<file path="config.mk">
export PLATFORM = sky130hd
export DESIGN_NAME = seq_bit_feeder_flat
export DESIGN_NICKNAME = d
export VERILOG_FILES = /design/src/rtl/seq_bit_feeder_pkg.sv /design/src/rtl/seq_bit_feeder_if.sv /design/src/rtl/seq_bit_feeder_btn_debounce.sv /design/src/rtl/seq_bit_feeder.sv /design/src/flat_wrapper.sv
export SDC_FILE = /design/constraint.sdc
export NUM_CORES = 1
export LEC_CHECK = 0
export ABC_AREA = 1
export CORE_ASPECT_RATIO = 0.6
export CORE_UTILIZATION = 50
export DETAILED_ROUTE_END_ITERATION = 7
export MAX_ROUTING_LAYER = met4
export PLACE_DENSITY = 0.81
export SLEW_MARGIN = 10
export SYNTH_ARGS = -nofsm -noshare
export SYNTH_HDL_FRONTEND = slang
export SYNTH_HIERARCHICAL = 1
export SYNTH_SLANG_ARGS = --single-unit
</file>
<file path="constraint.sdc">
create_clock -name clk -period 1.2 [get_ports clk]
set_input_delay 0.24 -clock clk [delete_from_list [all_inputs] [get_ports clk]]
set_output_delay 0.24 -clock clk [all_outputs]
set_load 0.01 [all_outputs]
</file>
<file path="src/rtl/seq_bit_feeder_pkg.sv">
// Shared definitions for the serial bit feeder and the sequence detector it drives.
// State encodings and default sizes live here so both sides agree on them.
package seq_bit_feeder_pkg;

  typedef enum logic [1:0] {
    ST_IDLE  = 2'd0,
    ST_ARMED = 2'd1,
    ST_DONE  = 2'd2
  } state_t;

  localparam int WORD_W_DEF    = 16;
  localparam int CNT_W_DEF     = 5;
  localparam int DEB_W_DEF     = 20;
  localparam int DEB_LIMIT_DEF = 500000;

endpackage

</file>
<file path="src/rtl/seq_bit_feeder_if.sv">
// Load/step controls and serial output of the bit feeder.
// The slave side is the feeder itself; the master side is whatever drives it.
interface seq_bit_feeder_if
  import seq_bit_feeder_pkg::*;
#(
  parameter int WORD_W = WORD_W_DEF,
  parameter int CNT_W  = CNT_W_DEF
);

  logic              load;
  logic [WORD_W-1:0] data_in;
  logic              step_btn;
  logic              bit_out;
  logic              bit_valid;
  logic [CNT_W-1:0]  bits_left;
  logic              busy;
  logic              done;

  modport master (
    output load,
    output data_in,
    output step_btn,
    input  bit_out,
    input  bit_valid,
    input  bits_left,
    input  busy,
    input  done
  );

  modport slave (
    input  load,
    input  data_in,
    input  step_btn,
    output bit_out,
    output bit_valid,
    output bits_left,
    output busy,
    output done
  );

endinterface

</file>
<file path="src/rtl/seq_bit_feeder_btn_debounce.sv">
// Push-button synchroniser and debouncer producing a single-cycle press pulse.
// A level change is accepted only after DEB_LIMIT consecutive stable samples.
module btn_debounce
  import seq_bit_feeder_pkg::*;
#(
  parameter int DEB_W     = DEB_W_DEF,
  parameter int DEB_LIMIT = DEB_LIMIT_DEF
) (
  input  logic clk,
  input  logic reset,
  input  logic btn_raw,
  output logic btn_pulse
);

  localparam logic [DEB_W-1:0] CNT_LAST = DEB_W'(DEB_LIMIT - 1);

  logic             sync_p0;
  logic             sync_p1;
  logic             level;
  logic             level_next;
  logic [DEB_W-1:0] cnt;
  logic [DEB_W-1:0] cnt_next;
  logic             pulse_next;

  // Any sample agreeing with the accepted level restarts the stability count.
  always_comb begin
    level_next = level;
    cnt_next   = '0;
    pulse_next = 1'b0;
    if (sync_p1 != level) begin
      if (cnt == CNT_LAST) begin
        level_next = ~level;
        pulse_next = ~level;
      end else begin
        cnt_next = cnt + DEB_W'(1);
      end
    end
  end

  always_ff @(posedge clk or negedge reset) begin
    if (!reset) begin
      sync_p0   <= 1'b0;
      sync_p1   <= 1'b0;
      level     <= 1'b0;
      cnt       <= '0;
      btn_pulse <= 1'b0;
    end else begin
      sync_p0   <= btn_raw;
      sync_p1   <= sync_p0;
      level     <= level_next;
      cnt       <= cnt_next;
      btn_pulse <= pulse_next;
    end
  end

endmodule

</file>
<file path="src/rtl/seq_bit_feeder.sv">
// Serial stimulus source: shifts a loaded test word out MSB-first, one bit per
// debounced button press, with a one-cycle strobe marking each new bit.
module seq_bit_feeder
  import seq_bit_feeder_pkg::*;
#(
  parameter int WORD_W    = WORD_W_DEF,
  parameter int CNT_W     = CNT_W_DEF,
  parameter int DEB_W     = DEB_W_DEF,
  parameter int DEB_LIMIT = DEB_LIMIT_DEF
) (
  input  logic             clk,
  input  logic             reset,
  seq_bit_feeder_if.slave  bus
);

  localparam logic [CNT_W-1:0] FULL_COUNT = CNT_W'(WORD_W);
  localparam logic [CNT_W-1:0] ONE_LEFT   = CNT_W'(1);

  state_t            state;
  state_t            state_next;
  logic [WORD_W-1:0] shreg;
  logic [WORD_W-1:0] shreg_next;
  logic [CNT_W-1:0]  bits_left;
  logic [CNT_W-1:0]  bits_left_next;
  logic              bit_out;
  logic              bit_out_next;
  logic              bit_valid;
  logic              bit_valid_next;
  logic              step_pulse;

  btn_debounce #(
    .DEB_W     (DEB_W),
    .DEB_LIMIT (DEB_LIMIT)
  ) u_debounce (
    .clk       (clk),
    .reset     (reset),
    .btn_raw   (bus.step_btn),
    .btn_pulse (step_pulse)
  );

  // Load wins over a coincident press; that press is simply lost.
  always_comb begin
    state_next     = state;
    shreg_next     = shreg;
    bits_left_next = bits_left;
    bit_out_next   = bit_out;
    bit_valid_next = 1'b0;
    if (bus.load) begin
      shreg_next     = bus.data_in;
      bits_left_next = FULL_COUNT;
      state_next     = ST_ARMED;
    end else if (state == ST_ARMED && step_pulse && bits_left != '0) begin
      bit_out_next   = shreg[WORD_W-1];
      shreg_next     = {shreg[WORD_W-2:0], 1'b0};
      bits_left_next = bits_left - ONE_LEFT;
      bit_valid_next = 1'b1;
      if (bits_left == ONE_LEFT) begin
        state_next = ST_DONE;
      end
    end
  end

  always_ff @(posedge clk or negedge reset) begin
    if (!reset) begin
      state     <= ST_IDLE;
      shreg     <= '0;
      bits_left <= '0;
      bit_out   <= 1'b0;
      bit_valid <= 1'b0;
    end else begin
      state     <= state_next;
      shreg     <= shreg_next;
      bits_left <= bits_left_next;
      bit_out   <= bit_out_next;
      bit_valid <= bit_valid_next;
    end
  end

  assign bus.bit_out   = bit_out;
  assign bus.bit_valid = bit_valid;
  assign bus.bits_left = bits_left;
  assign bus.busy      = (state == ST_ARMED);
  assign bus.done      = (state == ST_DONE);

endmodule

</file>
<file path="src/flat_wrapper.sv">
// flat-port wrapper written by rule: the top's interface ports become plain ports
module seq_bit_feeder_flat import seq_bit_feeder_pkg::*;
#(
  parameter int WORD_W    = WORD_W_DEF,
  parameter int CNT_W     = CNT_W_DEF,
  parameter int DEB_W     = DEB_W_DEF,
  parameter int DEB_LIMIT = DEB_LIMIT_DEF
)
  (clk, reset, bus_load, bus_data_in, bus_step_btn, bus_bit_out, bus_bit_valid, bus_bits_left, bus_busy, bus_done);
  seq_bit_feeder_if #(.WORD_W(WORD_W), .CNT_W(CNT_W)) bus_i ();
  input  logic clk;
  input  logic reset;
  input wire logic [$bits(bus_i.load)-1:0] bus_load;
  input wire logic [$bits(bus_i.data_in)-1:0] bus_data_in;
  input wire logic [$bits(bus_i.step_btn)-1:0] bus_step_btn;
  output wire logic [$bits(bus_i.bit_out)-1:0] bus_bit_out;
  output wire logic [$bits(bus_i.bit_valid)-1:0] bus_bit_valid;
  output wire logic [$bits(bus_i.bits_left)-1:0] bus_bits_left;
  output wire logic [$bits(bus_i.busy)-1:0] bus_busy;
  output wire logic [$bits(bus_i.done)-1:0] bus_done;
  assign bus_i.load = bus_load;
  assign bus_i.data_in = bus_data_in;
  assign bus_i.step_btn = bus_step_btn;
  assign bus_bit_out = bus_i.bit_out;
  assign bus_bit_valid = bus_i.bit_valid;
  assign bus_bits_left = bus_i.bits_left;
  assign bus_busy = bus_i.busy;
  assign bus_done = bus_i.done;
  seq_bit_feeder #(.WORD_W(WORD_W), .CNT_W(CNT_W), .DEB_W(DEB_W), .DEB_LIMIT(DEB_LIMIT)) u_core (.clk(clk), .reset(reset), .bus(bus_i));
endmodule
</file>
# Word-level counts from Yosys, hierarchy flattened
# Cells that the tools add are included.
classes:
  div_mod_pow: 0
  n_reduce_logical: 8
  n_mul: 0
  n_bitwise: 2
  shift: 0
  order_cmp: 0
  n_eq_ne: 5
  addsub: 2
  n_mux: 13
ops:
  columns: ["operator", "n"]
  rows:
  - ["20-bit two-way mux", 2]
  - ["16-bit two-way mux", 2]
  - ["20-bit by 1-bit adder with 20-bit output (second input constant)", 1]
  - ["20-bit by 19-bit equality test with 1-bit output (second input constant)", 1]
  - ["5-bit two-way mux", 2]
  - ["2-bit two-way mux", 3]
  - ["2-bit AND reduction", 3]
  - ["5-bit by 1-bit equality test with 1-bit output (second input constant)", 1]
  - ["5-bit nonzero test", 1]
  - ["5-bit by 1-bit subtractor with 5-bit output (second input constant)", 1]
  - ["1-bit two-way mux", 4]
  - ["2-bit nonzero test", 2]
  - ["2-bit by 1-bit equality test with 1-bit output (second input constant)", 1]
  - ["2-bit equality test (second input constant)", 1]
  - ["1-bit logical AND", 2]
  - ["1-bit NOT", 2]
  - ["1-bit != test", 1]
totals:
  latch_bits: 0
  out_inout_bits: 9
  reg_bits: 49
  mem_bits_rw: 0
  n_memories: 0
  mem_bits_ro: 0

# Depth between registers and ports, before layout
depth:
  ltp_word: 5
  ltp_mapped: 9
  depth_no_buf: 9

# By module
# The synthesis kept the hierarchy.
modules_own_cells:
  columns: ["mod", "cells_per_inst", "instances", "area_per_inst_um2"]
  rows:
  - ["seq_bit_feeder", 158, 1, 1367.6]
  - ["btn_debounce", 170, 1, 1321.3]

# Least setup slack after synthesis
# Ideal clock, no wire load.
synth_timing:
  path_type: "reg-to-reg"
  start: "register u_core.bits_left[0] (netlist: u_core/bus.bits_left[0])"
  end: "register u_core.shreg[15]"
  path_buffers: 1
  stages_incl_launch_ff: 9
  arrival_ps: 1275
  required_time_ps: 1083
  slack_ps: -192
  setup_ps: 117
  cell_sequence: "dfrtp_1 -> inv_1 -> ha_1 -> nand3_4 -> nand2_4 -> nand2_4 -> buf_6 -> nand2_2 -> o21ai_2"
synth_between:
  elab_chain_cells: 3
synth_lines:
  columns: ["item", "line", "rtl"]
  rows:
  - ["start: declaration", "seq_bit_feeder.sv:23", "logic [CNT_W-1:0] bits_left;"]
  - ["start signal: assignment", "seq_bit_feeder.sv:73", "bits_left <= bits_left_next;"]
  - ["5-bit nonzero test", "seq_bit_feeder.sv:52", "end else if (state == ST_ARMED && step_pulse && bits_left != '0) begin"]
  - ["1-bit logical AND", "seq_bit_feeder.sv:52", null]
  - ["2-bit nonzero test (no line)", null, null]
  - ["end signal: assignment", "seq_bit_feeder.sv:72", "shreg <= shreg_next;"]
  - ["end: declaration", "seq_bit_feeder.sv:21", "logic [WORD_W-1:0] shreg;"]
# Every way passes these cells.
# A chain may end at the register's enable or synchronous reset.

# Final worst setup path
layout_timing:
  start: "register u_core.u_debounce.cnt[0]"
  end: "register u_core.u_debounce.cnt[18]"
layout_between:
  elab_chain_cells: 3
  elab_cells_between_ends: 4
  cone_classes: "add/sub: 1; eq/ne: 1; mux: 2"
layout_lines:
  columns: ["item", "line", "rtl"]
  rows:
  - ["start: declaration", "seq_bit_feeder_btn_debounce.sv:21", "logic [DEB_W-1:0] cnt;"]
  - ["start signal: assignment", "seq_bit_feeder_btn_debounce.sv:51", "cnt <= cnt_next;"]
  - ["20-bit by 1-bit adder with 20-bit output or 20-bit by 19-bit equality test with 1-bit output (tied branches)", "seq_bit_feeder_btn_debounce.sv:35, seq_bit_feeder_btn_debounce.sv:31", null]
  - ["20-bit two-way mux (*)", "seq_bit_feeder_btn_debounce.sv:31", "if (cnt == CNT_LAST) begin"]
  - ["20-bit two-way mux (*)", "seq_bit_feeder_btn_debounce.sv:30", "if (sync_p1 != level) begin"]
  - ["net u_core.u_debounce.cnt_next[18]", "seq_bit_feeder_btn_debounce.sv:22", "logic [DEB_W-1:0] cnt_next;"]
# Mark *: on every way through the listed nets, which the timed path passes. The rest lies on a longest branch.

==> results by group <==
Run status
  – Outcome: complete, but fails checks
  – Failing checks: setup timing

Timing
  – Final count of hold timing violations: 0
  – Crit share post-route: 127%
  – Final clock skew: 0.00873 ns
  – Max-slew headroom: 65.2%
  – Final Max Slew Viols: 0
  – Setup-failing EPs final: 51
  – Max Clock Freq: 0.657 GHz
  – Worst Max-Slew Pin Slew: slightly above 0.5 ns
  – Final worst slack: -0.322 ns
  – Post-layout min period: 1.52 ns
  – Setup TNS: -10.38 ns
  – RSZ-0062 raised after global routing: yes
  – Hold_ws: 0.348 ns

Setup path
  – Worst path most repeated cell: nand2_1
  – Worst Path Required: roughly 1.5 ns
  – Max incr delay on CP: 0.43 ns
  – Element type at the critical path end: flip-flop
  – Critical path type: flip-flop to flip-flop
  – Critical Path Fanout Max: 4
  – Critical Path, Cell by Cell: ha_4 > nand2_4 > nor2_4 > nand2_4 > nor2_4 > nand2_1 > nand2_1 > nand2_1 > nor2_2
  – Startpoint type of the worst setup path: flip-flop
  – Crit path DAT: 1.78 ns
  – Slowest cell on the critical path: dfrtp_2
  – Reg2Reg Setup Slack: -0.32 ns
  – CP Capture Point: u_core/u_debounce/cnt[18]
  – CP startpoint: u_core/u_debounce/cnt[0]
  – Reg2Reg Depth: 9
  – FF-to-FF Start: u_core/u_debounce/cnt[0]
  – Reg2reg end: u_core/u_debounce/cnt[18]

Route
  – Vias: 3000
  – Vias/cell: 6.00
  – WL/cell: about 21 µm
  – DRT Pass-1 Iters: 6
  – ANT nets after route: 0
  – Final WL: 10700 µm
  – Initial DRC count: 351
  – DRC Markers: 0

Floorplanning
  – Initial Util: 52.7%
  – I/O pin total: 29
  – Std-Cell Core Area: around 5100 µm²
  – Die X: 96.7 µm
  – DIE AREA: about 5700 µm²
  – Row Count: 20
  – DIE HEIGHT: 58.8 µm

Clocking
  – Clk Latency, worst-skew pair: 0.32 ns
  – H-tree depth: 2
  – Num CTS Buffers: 5
  – Clock sinks: 49
  – Clock Path Buffers: 2
  – Root buffer cell: clkbuf_8
  – CTS tree: built
  – Clk slew on worst S/H paths: ~0.10 ns

Placed design
  – Dpl ws: -0.220 ns
  – I/O Buffers: 28
  – Post-DP HPWL: between 4000 and 5000 µm
  – GPL Wtd Cong: 0.938
  – Dpl cells: 462
  – Post-Place Cell Area: between 3000 and 4000 µm²

Final layout
  – Share of layout cells above drive strength 1: 56.5%
  – Area grow syn2layout: 62.1%
  – Ant. Diodes: 0
  – Core Util, Final: around 85%
  – Commonest non-fill, non-tap cells in the layout: 49 x nand2_1, 44 x buf_4, 35 x dfrtp_1
  – Fin cells: 500
  – Design area: 4360 µm²
  – Most common cell after layout, fill and taps aside: nand2_1
  – Net total in the final layout: 456
  – Layout fillers: 219

Pwr
  – Comb pwr share: 17.8%
  – Lkg Pwr: 1.95 nW
  – P_sw: 1.03 mW
  – Pwr per Cell Area: 787 nW/µm²
  – Part of the power in registers: 51.7%
  – Switching Fraction: between 20% and 30%
  – Peak supply drop: 0.000696 V
  – Clock power share: 30.5%
  – Cell-internal power: 2.40 mW
  – Power Total: 3.43 mW

Global route
  – First-pass GRT wire length: 12700 µm
  – Initial antenna violation count: 0
  – Gr ovfl total: 0
  – Largest net degree at the start of global routing: 38
  – Total GRT Usage: 30.1%
  – Vias in the first global route: 2660

Logic synthesis
  – Sequential share of the synthesized area: 45.6%
  – Synth Warn #: 6
  – Mapped Area: 2690 µm²
  – Syn Nets: 351
  – Gate Count Post-Synth: 328
  – Synth cell types: 27
  – Post-Synthesis Mean Instance Area: 8.20 µm²
  – Register bit count reported by yosys: 49

Min path
  – Hold Crit Class: primary input to flip-flop

Job
  – Maxcap violations: 0
power by group through the flow:
stage          clock, mW  sequential [mW]  combinational (mW)
2_1_floorplan          0             1.78               0.252
3_3_place_gp           0             1.78               0.424
3_5_place_dp           0             1.79               0.440
4_1_cts             1.04             1.76               0.486
5_1_grt             1.13             1.77               0.651
6_report            1.05             1.77               0.611
metal layers:
| metal | routed length (µm) | up-vias | GRT usage, % | share of wire (%) |
|---|---|---|---|---|
| met4 | 669 | 0 | 15.8 | 6.3 |
| met2 | 4870 | 230 | 48.7 | 46 |
| met3 | 1100 | 82 | 7.60 | 10 |
| li1 | - | 1230 | - | - |
| met1 | 4050 | 1458 | 35.6 | 38 |
| met5 | 0 | - | - | 0 |
repair_timing:
item / 4_1_cts / 5_1_grt
gates cloned: 0 / 1
hold buffers: 1 / 0
endpoints found under the setup margin: 53 / 53
resized for setup: 95 / 112
pin swaps: 29 / 46
endpoints found under the hold margin: 12 / 0
buffers inserted: 17 / 17
worst min-delay path by stage:
stage	start	end	slack [ns]	depth (start not counted)
detailed placement	reset	u_core/u_debounce/cnt[13]	0.17	1
global route	bus_step_btn	u_core/u_debounce/sync_p0	0.36	1
global placement	reset	u_core/u_debounce/cnt[12]	0.16	1
finish	bus_step_btn	u_core/u_debounce/sync_p0	0.35	1
CTS	bus_step_btn	u_core/u_debounce/sync_p0	0.35	1
floorplan	reset	u_core/bus.bit_out	-0.06	0
cell type report:
cell class	instances	area [µm²]	area share (%)
timing repair buffer	106	1010	23.2
clock inverter	3	21.3	0.488
multi-input combinational	231	1770	40.6
sequential	49	1240	28.5
inverter	40	161	3.70
tap	66	82.6	1.89
clock buffer	5	68.8	1.58
worst max-delay path, delay by kind of cell, from the launching register on:
kind	cells	cell delay [ns]
adder cells (fa/ha/maj)	1	0.18
AND/OR/NAND/NOR	8	0.86
flip-flops	1	0.43
registers in the layout, summed over array words and instances (netlist names):
signal,cells
u_core/u_debounce/sync_p0,1
u_core/state,2
u_core/u_debounce/cnt,20
u_core/u_debounce/level,1
u_core/shreg,16
u_core/u_debounce/btn_pulse,1
u_core/bus.bits_left,5
u_core/bus.bit_valid,1
u_core/bus.bit_out,1
u_core/u_debounce/sync_p1,1
synth_stat cells:
cell      instances  area [µm²]
nand2_4           3        33.8
nor3b_1           1        7.51
ha_1              3        37.5
buf_6             4        45.0
xor2_1            7        61.3
nor2_2            3        18.8
nor2_4            7        78.8
nor3_2            1        10.0
nor2_1           48         180
and2_1            2        12.5
nand2_2          15        93.8
a21oi_1           4        20.0
xnor2_1           5        43.8
nand2_1          68         255
inv_1            38         143
nand3_4           1        17.5
inv_2             2        7.51
nand3_1          22         110
o21ai_0          19        95.1
buf_2             2        10.0
nand3b_1          1        7.51
nor3_1            2        10.0
dfrtp_1          49        1230
o21ai_1           2        10.0
clkbuf_1          2        7.51
o21ai_2          16         140
nand4_1           1        6.26
kinds of logic after synthesis:
group	synth area share, %
simple gates	31.3
flops	45.6
compound gates	9.86
fa+ha+maj	1.40
xor+xnor	3.91
buf+inv	7.91
No activity file was read; power rests on OpenSTA's default activity.
